<file path="src/rtl/alu_pkg.sv">
// rtl/alu_pkg.sv - ALU signal, ALUOp and funct encodings shared by decode, ID/EX and ALU
package alu_pkg;

  localparam logic [2:0] ALU_AND = 3'b000;
  localparam logic [2:0] ALU_OR  = 3'b001;
  localparam logic [2:0] ALU_ADD = 3'b010;
  localparam logic [2:0] ALU_SUB = 3'b110;
  localparam logic [2:0] ALU_SLT = 3'b111;

  localparam logic [1:0] ALUOP_ADD   = 2'b00;
  localparam logic [1:0] ALUOP_SUB   = 2'b01;
  localparam logic [1:0] ALUOP_RTYPE = 2'b10;
  localparam logic [1:0] ALUOP_OR    = 2'b11;

  localparam logic [5:0] FUNCT_ADD = 6'h20;
  localparam logic [5:0] FUNCT_SUB = 6'h22;
  localparam logic [5:0] FUNCT_AND = 6'h24;
  localparam logic [5:0] FUNCT_OR  = 6'h25;
  localparam logic [5:0] FUNCT_SLT = 6'h2A;

endpackage

</file>
<file path="src/rtl/alu_control.sv">
// rtl/alu_control.sv - ALUOp/funct to ALU Signal, invertB and illegal-funct flag
module alu_control
  import alu_pkg::*;
(
  input  logic [1:0] alu_op,
  input  logic [5:0] funct,
  output logic [2:0] signal,
  output logic       invert_b,
  output logic       illegal
);

  // Translate the decoder's ALUOp (and funct for R-type) into ALU slice controls
  always_comb begin
    signal  = ALU_ADD;
    illegal = 1'b0;
    case (alu_op)
      ALUOP_ADD: signal = ALU_ADD;
      ALUOP_SUB: signal = ALU_SUB;
      ALUOP_OR:  signal = ALU_OR;
      default: begin
        case (funct)
          FUNCT_ADD: signal = ALU_ADD;
          FUNCT_SUB: signal = ALU_SUB;
          FUNCT_AND: signal = ALU_AND;
          FUNCT_OR:  signal = ALU_OR;
          FUNCT_SLT: signal = ALU_SLT;
          default:   illegal = 1'b1;
        endcase
      end
    endcase
  end

  // SUB and SLT both need B inverted with carry-in, which is exactly Signal[2]
  assign invert_b = signal[2];

endmodule

</file>
<file path="src/rtl/id_ex_stage.sv">
// rtl/id_ex_stage.sv - ID/EX pipeline register with stall/flush and bubble counter
module id_ex_stage
  import alu_pkg::*;
#(
  parameter int DATA_W = 32,
  parameter int REG_AW = 5,
  parameter int CNT_W  = 16
) (
  input  logic              clk,
  input  logic              rst_n,
  input  logic              stall,
  input  logic              flush,
  input  logic              id_valid,
  input  logic [DATA_W-1:0] id_rs_data,
  input  logic [DATA_W-1:0] id_rt_data,
  input  logic [DATA_W-1:0] id_imm,
  input  logic [REG_AW-1:0] id_rs,
  input  logic [REG_AW-1:0] id_rt,
  input  logic [REG_AW-1:0] id_rd,
  input  logic [1:0]        id_alu_op,
  input  logic [5:0]        id_funct,
  input  logic              id_alu_src,
  input  logic              id_reg_dst,
  input  logic              id_reg_write,
  input  logic              id_mem_read,
  input  logic              id_mem_write,
  input  logic              id_mem_to_reg,
  output logic              ex_valid,
  output logic [DATA_W-1:0] ex_rs_data,
  output logic [DATA_W-1:0] ex_rt_data,
  output logic [DATA_W-1:0] ex_imm,
  output logic [REG_AW-1:0] ex_rs,
  output logic [REG_AW-1:0] ex_rt,
  output logic [REG_AW-1:0] ex_rd,
  output logic [2:0]        ex_alu_signal,
  output logic              ex_invert_b,
  output logic              ex_alu_src,
  output logic              ex_reg_dst,
  output logic              ex_reg_write,
  output logic              ex_mem_read,
  output logic              ex_mem_write,
  output logic              ex_mem_to_reg,
  output logic              ex_illegal,
  output logic [CNT_W-1:0]  bubble_cnt
);

  logic [2:0] dec_signal;
  logic       dec_invert_b;
  logic       dec_illegal;

  alu_control u_alu_control (
    .alu_op   (id_alu_op),
    .funct    (id_funct),
    .signal   (dec_signal),
    .invert_b (dec_invert_b),
    .illegal  (dec_illegal)
  );

  logic              valid_q, valid_d;
  logic [DATA_W-1:0] rs_data_q, rs_data_d, rt_data_q, rt_data_d, imm_q, imm_d;
  logic [REG_AW-1:0] rs_q, rs_d, rt_q, rt_d, rd_q, rd_d;
  logic [2:0]        signal_q, signal_d;
  logic              invert_b_q, invert_b_d;
  logic              alu_src_q, alu_src_d, reg_dst_q, reg_dst_d, mem_to_reg_q, mem_to_reg_d;
  logic              reg_write_q, reg_write_d, mem_read_q, mem_read_d, mem_write_q, mem_write_d;
  logic              illegal_q, illegal_d;
  logic [CNT_W-1:0]  cnt_q, cnt_d;
  logic              load_bubble;
  logic              side_ok;

  // Next-state: flush beats stall beats load; side effects only for valid, legal slots
  always_comb begin
    valid_d      = valid_q;
    rs_data_d    = rs_data_q;
    rt_data_d    = rt_data_q;
    imm_d        = imm_q;
    rs_d         = rs_q;
    rt_d         = rt_q;
    rd_d         = rd_q;
    signal_d     = signal_q;
    invert_b_d   = invert_b_q;
    alu_src_d    = alu_src_q;
    reg_dst_d    = reg_dst_q;
    mem_to_reg_d = mem_to_reg_q;
    reg_write_d  = reg_write_q;
    mem_read_d   = mem_read_q;
    mem_write_d  = mem_write_q;
    illegal_d    = illegal_q;
    side_ok      = id_valid & ~dec_illegal;
    load_bubble  = flush | (~stall & ~id_valid);
    if (flush) begin
      valid_d      = 1'b0;
      rs_data_d    = '0;
      rt_data_d    = '0;
      imm_d        = '0;
      rs_d         = '0;
      rt_d         = '0;
      rd_d         = '0;
      signal_d     = ALU_ADD;
      invert_b_d   = 1'b0;
      alu_src_d    = 1'b0;
      reg_dst_d    = 1'b0;
      mem_to_reg_d = 1'b0;
      reg_write_d  = 1'b0;
      mem_read_d   = 1'b0;
      mem_write_d  = 1'b0;
      illegal_d    = 1'b0;
    end else if (!stall) begin
      valid_d      = id_valid;
      rs_data_d    = id_rs_data;
      rt_data_d    = id_rt_data;
      imm_d        = id_imm;
      rs_d         = id_rs;
      rt_d         = id_rt;
      rd_d         = id_rd;
      signal_d     = dec_signal;
      invert_b_d   = dec_invert_b;
      alu_src_d    = id_alu_src;
      reg_dst_d    = id_reg_dst;
      mem_to_reg_d = id_mem_to_reg;
      reg_write_d  = id_reg_write & side_ok;
      mem_read_d   = id_mem_read & side_ok;
      mem_write_d  = id_mem_write & side_ok;
      illegal_d    = id_valid & dec_illegal;
    end
    cnt_d = (load_bubble && (cnt_q != {CNT_W{1'b1}})) ? cnt_q + CNT_W'(1) : cnt_q;
  end

  // Pipeline register; async reset leaves an ADD bubble with a cleared counter
  always_ff @(posedge clk or negedge rst_n) begin
    if (!rst_n) begin
      valid_q      <= 1'b0;
      rs_data_q    <= '0;
      rt_data_q    <= '0;
      imm_q        <= '0;
      rs_q         <= '0;
      rt_q         <= '0;
      rd_q         <= '0;
      signal_q     <= ALU_ADD;
      invert_b_q   <= 1'b0;
      alu_src_q    <= 1'b0;
      reg_dst_q    <= 1'b0;
      mem_to_reg_q <= 1'b0;
      reg_write_q  <= 1'b0;
      mem_read_q   <= 1'b0;
      mem_write_q  <= 1'b0;
      illegal_q    <= 1'b0;
      cnt_q        <= '0;
    end else begin
      valid_q      <= valid_d;
      rs_data_q    <= rs_data_d;
      rt_data_q    <= rt_data_d;
      imm_q        <= imm_d;
      rs_q         <= rs_d;
      rt_q         <= rt_d;
      rd_q         <= rd_d;
      signal_q     <= signal_d;
      invert_b_q   <= invert_b_d;
      alu_src_q    <= alu_src_d;
      reg_dst_q    <= reg_dst_d;
      mem_to_reg_q <= mem_to_reg_d;
      reg_write_q  <= reg_write_d;
      mem_read_q   <= mem_read_d;
      mem_write_q  <= mem_write_d;
      illegal_q    <= illegal_d;
      cnt_q        <= cnt_d;
    end
  end

  assign ex_valid      = valid_q;
  assign ex_rs_data    = rs_data_q;
  assign ex_rt_data    = rt_data_q;
  assign ex_imm        = imm_q;
  assign ex_rs         = rs_q;
  assign ex_rt         = rt_q;
  assign ex_rd         = rd_q;
  assign ex_alu_signal = signal_q;
  assign ex_invert_b   = invert_b_q;
  assign ex_alu_src    = alu_src_q;
  assign ex_reg_dst    = reg_dst_q;
  assign ex_mem_to_reg = mem_to_reg_q;
  assign ex_reg_write  = reg_write_q;
  assign ex_mem_read   = mem_read_q;
  assign ex_mem_write  = mem_write_q;
  assign ex_illegal    = illegal_q;
  assign bubble_cnt    = cnt_q;

endmodule

</file>
<file path="config.mk">
export PLATFORM = sky130hd
export DESIGN_NAME = id_ex_stage
export DESIGN_NICKNAME = d
export VERILOG_FILES = /design/src/rtl/alu_pkg.sv /design/src/rtl/alu_control.sv /design/src/rtl/id_ex_stage.sv
export SDC_FILE = /design/constraint.sdc
export NUM_CORES = 1
export LEC_CHECK = 0
export CAP_MARGIN = 20
export CORE_MARGIN = 2
export CORE_UTILIZATION = 25
export DETAILED_ROUTE_END_ITERATION = 16
export PLACE_DENSITY_LB_ADDON = 0.15
export SLEW_MARGIN = 20
export SYNTH_ARGS = -nofsm -noshare
export SYNTH_HDL_FRONTEND = slang
export SYNTH_HIERARCHICAL = 1
export SYNTH_SLANG_ARGS = --single-unit
</file>
<file path="constraint.sdc">
create_clock -name clk -period 1.7 [get_ports clk]
set_clock_uncertainty 0.1 [all_clocks]
set_input_delay 0.34 -clock clk [delete_from_list [all_inputs] [get_ports clk]]
set_output_delay 0.34 -clock clk [all_outputs]
set_load 0.01 [all_outputs]
</file>
## Word level (Yosys, flattened, before mapping)

Cells that the tools add are included.

| word-level totals | value |
|---|---|
| flip-flop bits (word level) | 139 |
| output and inout port bits | 139 |
| logic and storage cells | 77 |
| bits of input ports | 130 |

| cells by class | value |
|---|---|
| add/sub/neg operators | 1 |
| equal/unequal tests | 9 |
| bitwise gates (word level) | 10 |
| reductions and logical operators | 4 |
| muxes and demuxes | 36 |

Operators with widths:

| cell | number |
|---|---|
| $mux 32 | 6 |
| $eq 6x6->1 const B | 5 |
| $mux 5 | 6 |
| $mux 1 | 20 |
| $add 16x1->16 const B | 1 |
| $ne 16x16->1 const B | 1 |
| $pmux 3 s4 | 1 |
| $pmux 3 s3 | 1 |
| $and 1x1->1 | 6 |
| $mux 3 | 2 |
| $reduce_or 5->1 | 1 |
| $not 1->1 | 3 |
| $reduce_or 3->1 | 1 |
| $eq 2x1->1 const B | 1 |
| $eq 2x2->1 const B | 1 |
| $logic_not 2->1 | 1 |
| $ne 2x1->1 const B | 1 |
| $logic_and 1x1->1 | 1 |
| $or 1x1->1 | 1 |

## Logic depth before layout (Yosys ltp)

| logic depth | value |
|---|---|
| word-level depth | 9 |
| mapped depth | 7 |
| mapped depth without buffers | 7 |

## Hierarchy

Netlist, hierarchy kept.

Modules (own cells, without submodules):

| module | area each (sq um) | seq. area each (sq um) | instances | cells each |
|---|---|---|---|---|
| id_ex_stage | 5728.0 | 3479.6 | 1 | 475 |
| alu_control | 116.4 | 0.0 | 1 | 18 |

## Worst setup path before layout

No wires, ideal clock.

| timing | value |
|---|---|
| path kind | register -> register |
| from | register cnt_q[0] (netlist: bubble_cnt[0]) |
| to | register cnt_q[1] (netlist: bubble_cnt[1]) |
| period minus slack after synthesis | 1.775 ns |
| library setup time | 0.125 ns |
| path slack | -0.075 ns |
| arrival time | 1.550 ns |
| stages on the path, launching flop included | 6 |
| path through | dfrtp_1 ha_1 and3_1 nor4b_4 nor2_2 mux2_4 |

| on the way | value |
|---|---|
| word-level cells in the longest chain between the ends | 2 |

RTL lines:

| what | line | RTL |
|---|---|---|
| start: declaration | id_ex_stage.sv:67 | `logic [CNT_W-1:0] cnt_q, cnt_d;` |
| start signal: assignment | id_ex_stage.sv:166 | `cnt_q <= cnt_d;` |
| branches (longest 2 deep; another with $add 16x1->16) | - |  |

Parallel ways; which one is timed is not known.
A chain may end at the register's enable or synchronous reset.

## Worst setup path after layout

Same ends and word-level chain as after synthesis.

==> results.md <==
* Die width at 156.9 µm
* Worst Hold Class: in -> reg
* Die Y-Extent at 156.9 µm
* FFs w/ async S/R, synth at 1.000
* Max VDD drop at 0.6821 mV
* Placed cell area at 9158 µm²
* First-pass GRT wire length at 27.90 mm
* Fin. Hold Viols at 0
* Drt drc at 0
* Clk sinks at 139
* Crit-path max cell delay at 0.38 ns
* RSZ-0062 raised after global routing: yes
* Fin area at 9706 µm²
* ANT nets after route at 0
* Hold Slack at 0.1951 ns
* Number of max-cap violations at 0
* Grt total ovfl at 0
* Worst r2r path cells at 6
* Flop2flop setup slack at 0.02 ns
* Placed Cells at 1,083
* Crit share post-route at 0.9896
* Cell Area, Synth at 5844 µm²
* CTS buffer count at 17
* Fin crit period at 1.682 ns
* DR vias/cell at 4.274
* First drt pass iteration count at 4
* Worst-path clk slew at 0.06 ns
* Least-Margin Pin Slew at 0.5426 ns
* Clock root buffer: clkbuf_16
* Setup_tns at 0 ns
* TritonCTS clock tree: done
* Die ar. at 24,620 µm²
* Post-Layout Cell Count at 1,117
* Routability cong. at 0.7787
* Port bufs at 268
* Hold Startpoint: stall
* Largest net degree at the start of global routing at 100
* Crit path buf inv count at 1
* CP Max Fanout at 3
* IO Pins at 269
* Static Leakage at 5.075 nW
* R2r endpoint: bubble_cnt[1]
* Hold depth at 3
* Worst path cell trace: ha_1, and3_4, nor4b_4, buf_4, nor2_4, mux2_4
* Cell family with most CP delay: simple AND/OR/NAND/NOR gates
* Routed len/inst at 16.17 µm
* Post-DP HPWL at 12.86 mm
* Slowest-stage cell, CP: dfrtp_1
* Final number of setup-violating endpoints at 0
* Power Density at 970.3 nW/µm²
* Max frequency at 594.4 MHz
* Reg2reg start: bubble_cnt[0]
* Core area at 22,780 µm²
* Synth warnings at 6
* Initial antenna violation count at 0
* Total Routed Length at 18.06 mm
* Slew HR at 0.6369
* Distinct cell type count after synthesis at 41
* Cell count after synthesis at 493
* Number of diodes at 0
* Hold worst-path end: ex_valid
* Via count at 4,774
* Vias in the first global route at 5,177
* Final core utilization at 0.4261
* GRT Overall Usage at 0.1480
* Area Growth Syn to Fin at 66.07%
* Clock Tree Buf Depth at 2
* Critical path data arrival time at 1.88 ns
* Synth Flop Type: dfrtp_1
* Final #Nets at 924
* Outcome: finished, final reports clean
* Number of H-tree levels at 4
* 1st-iter DRT viols at 178
* Clk_lat worst skew at 0.41 ns
* Required @ worst endpoint at 1.89 ns
* Cell Rows at 55
* Share of post-route cells with drive strength above 1 at 0.1194
* Avg Inst Size Synth at 11.85 µm²
* Fillcell total at 2,205
* Critical Path Start Type: flip-flop
* Crit end category: flip-flop
* Max-slew violations at 0
* Synthesized flop and latch total at 139
* EDFF count, synth at 0
* Post-Syn Nets at 624
* Crit path kind: reg -> reg
* Seq/Total Area, Yosys at 0.5954
* Initial Util at 0.2566
[power by group]
part	internal, W	switching, W
logic	0.000903	0.000774
clock network	0.00259	0.00146
registers	0.00355	0.000143
[routing by layer]
metal | track usage | wire length (µm)
met1 | 0.1723 | 7351
met4 | 0.05417 | 359
met3 | 0.04681 | 1269
met2 | 0.2556 | 9081
met5 | 0 | 0
[worst register-to-register path, cell delays in order, from the launching register on]
cell     delay [ns]
dfrtp_1        0.38
ha_1           0.21
and3_4         0.18
nor4b_4        0.13
buf_4          0.16
nor2_4         0.11
mux2_4         0.31
[worst max path at each step]
stage | slack (ns) | depth (start not counted) | startpoint | to
2_1_floorplan | -0.03 | 5 | bubble_cnt[0] | bubble_cnt[1]
3_3_place_gp | -0.27 | 6 | id_funct[2] | ex_mem_write
3_5_place_dp | -0.30 | 5 | id_valid | bubble_cnt[15]
4_1_cts | 0.0005 | 2 | bubble_cnt[11] | bubble_cnt[11]
5_1_grt | -0.09 | 6 | bubble_cnt[0] | bubble_cnt[7]
6_report | 0.02 | 6 | bubble_cnt[0] | bubble_cnt[1]
[logic make-up (layout without fill, tap and decap cells)]
logic type,Yosys count,after routing,share of synthesized area
adder cells (fa/ha/maj),1,1,0.002141
multiplexers,119,119,0.2047
buffers and inverters,32,343,0.02419
flip-flops,139,139,0.5954
AO/OA/AOI/OAI,16,16,0.01884
XOR/XNOR,15,15,0.02248
AND/OR/NAND/NOR,171,171,0.1323
[cell type report]
class | instances | area [µm²] | share of cell area
clock buffers | 18 | 429.2 | 0.04422
clock inverters | 12 | 198.9 | 0.02050
repair buffers | 311 | 2910 | 0.2999
inverters | 2 | 7.507 | 0.0007735
well taps | 313 | 391.6 | 0.04035
multi-input cells | 322 | 2288 | 0.2358
flip-flops and latches | 139 | 3480 | 0.3585
[cells in the final DEF (no fill, tap or decap), drive strengths merged, types with 2 or more instances in the layout]
cell type      Yosys  layout
buf               15      46
nand3b             3       3
nor2             125     125
nor2b              3       3
clkinv             0       6
xor2              14      14
and3               4       4
inv                2       2
nand2             15      15
clkbuf            15      20
nor3               2       2
bufinv             0       5
nor4b              2       2
nand3              3       3
clkdlybuf4s15      0      10
nor3b              5       5
o21ai              2       2
dlygate4sd2        0     126
a211oi             2       2
nand4              4       4
clkdlybuf4s50      0     126
mux2i            118     118
dfrtp            138     138
a21oi              7       7
[Yosys cell counts (2+ instances only)]
| cell | count | area [µm²] |
|---|---|---|
| nor3b_1 | 4 | 30.03 |
| clkbuf_1 | 15 | 56.30 |
| xor2_1 | 14 | 122.6 |
| nor2_1 | 124 | 465.5 |
| buf_2 | 14 | 70.07 |
| a211oi_1 | 2 | 15.01 |
| dfrtp_1 | 138 | 3453 |
| and3_1 | 4 | 25.02 |
| nand4_1 | 3 | 18.77 |
| inv_1 | 2 | 7.510 |
| mux2i_1 | 118 | 1181 |
| a21oi_1 | 7 | 35.03 |
| nand3_1 | 2 | 10.01 |
| nand2_1 | 15 | 56.30 |
| nor2b_1 | 2 | 12.51 |
| nor3_1 | 2 | 10.01 |
| nand3b_1 | 3 | 22.52 |
[timing repair]
action	CTS	global route
hold buffers	1	0
setup endpoints to repair	143	22
resized for setup	150	16
buffers inserted	2	1
hold endpoints to repair	35	0
pin swaps	2	5
[stage by stage]
stage / setup slack (ns) / total power (W)
after floorplan: -0.03125 / 0.004422
after global placement: -0.2718 / 0.005578
after detailed placement: -0.3001 / 0.005604
after CTS: 0.0005441 / 0.009584
after global routing: -0.09241 / 0.009883
final: 0.01762 / 0.009418
Power figures use the tool's default switching activity.
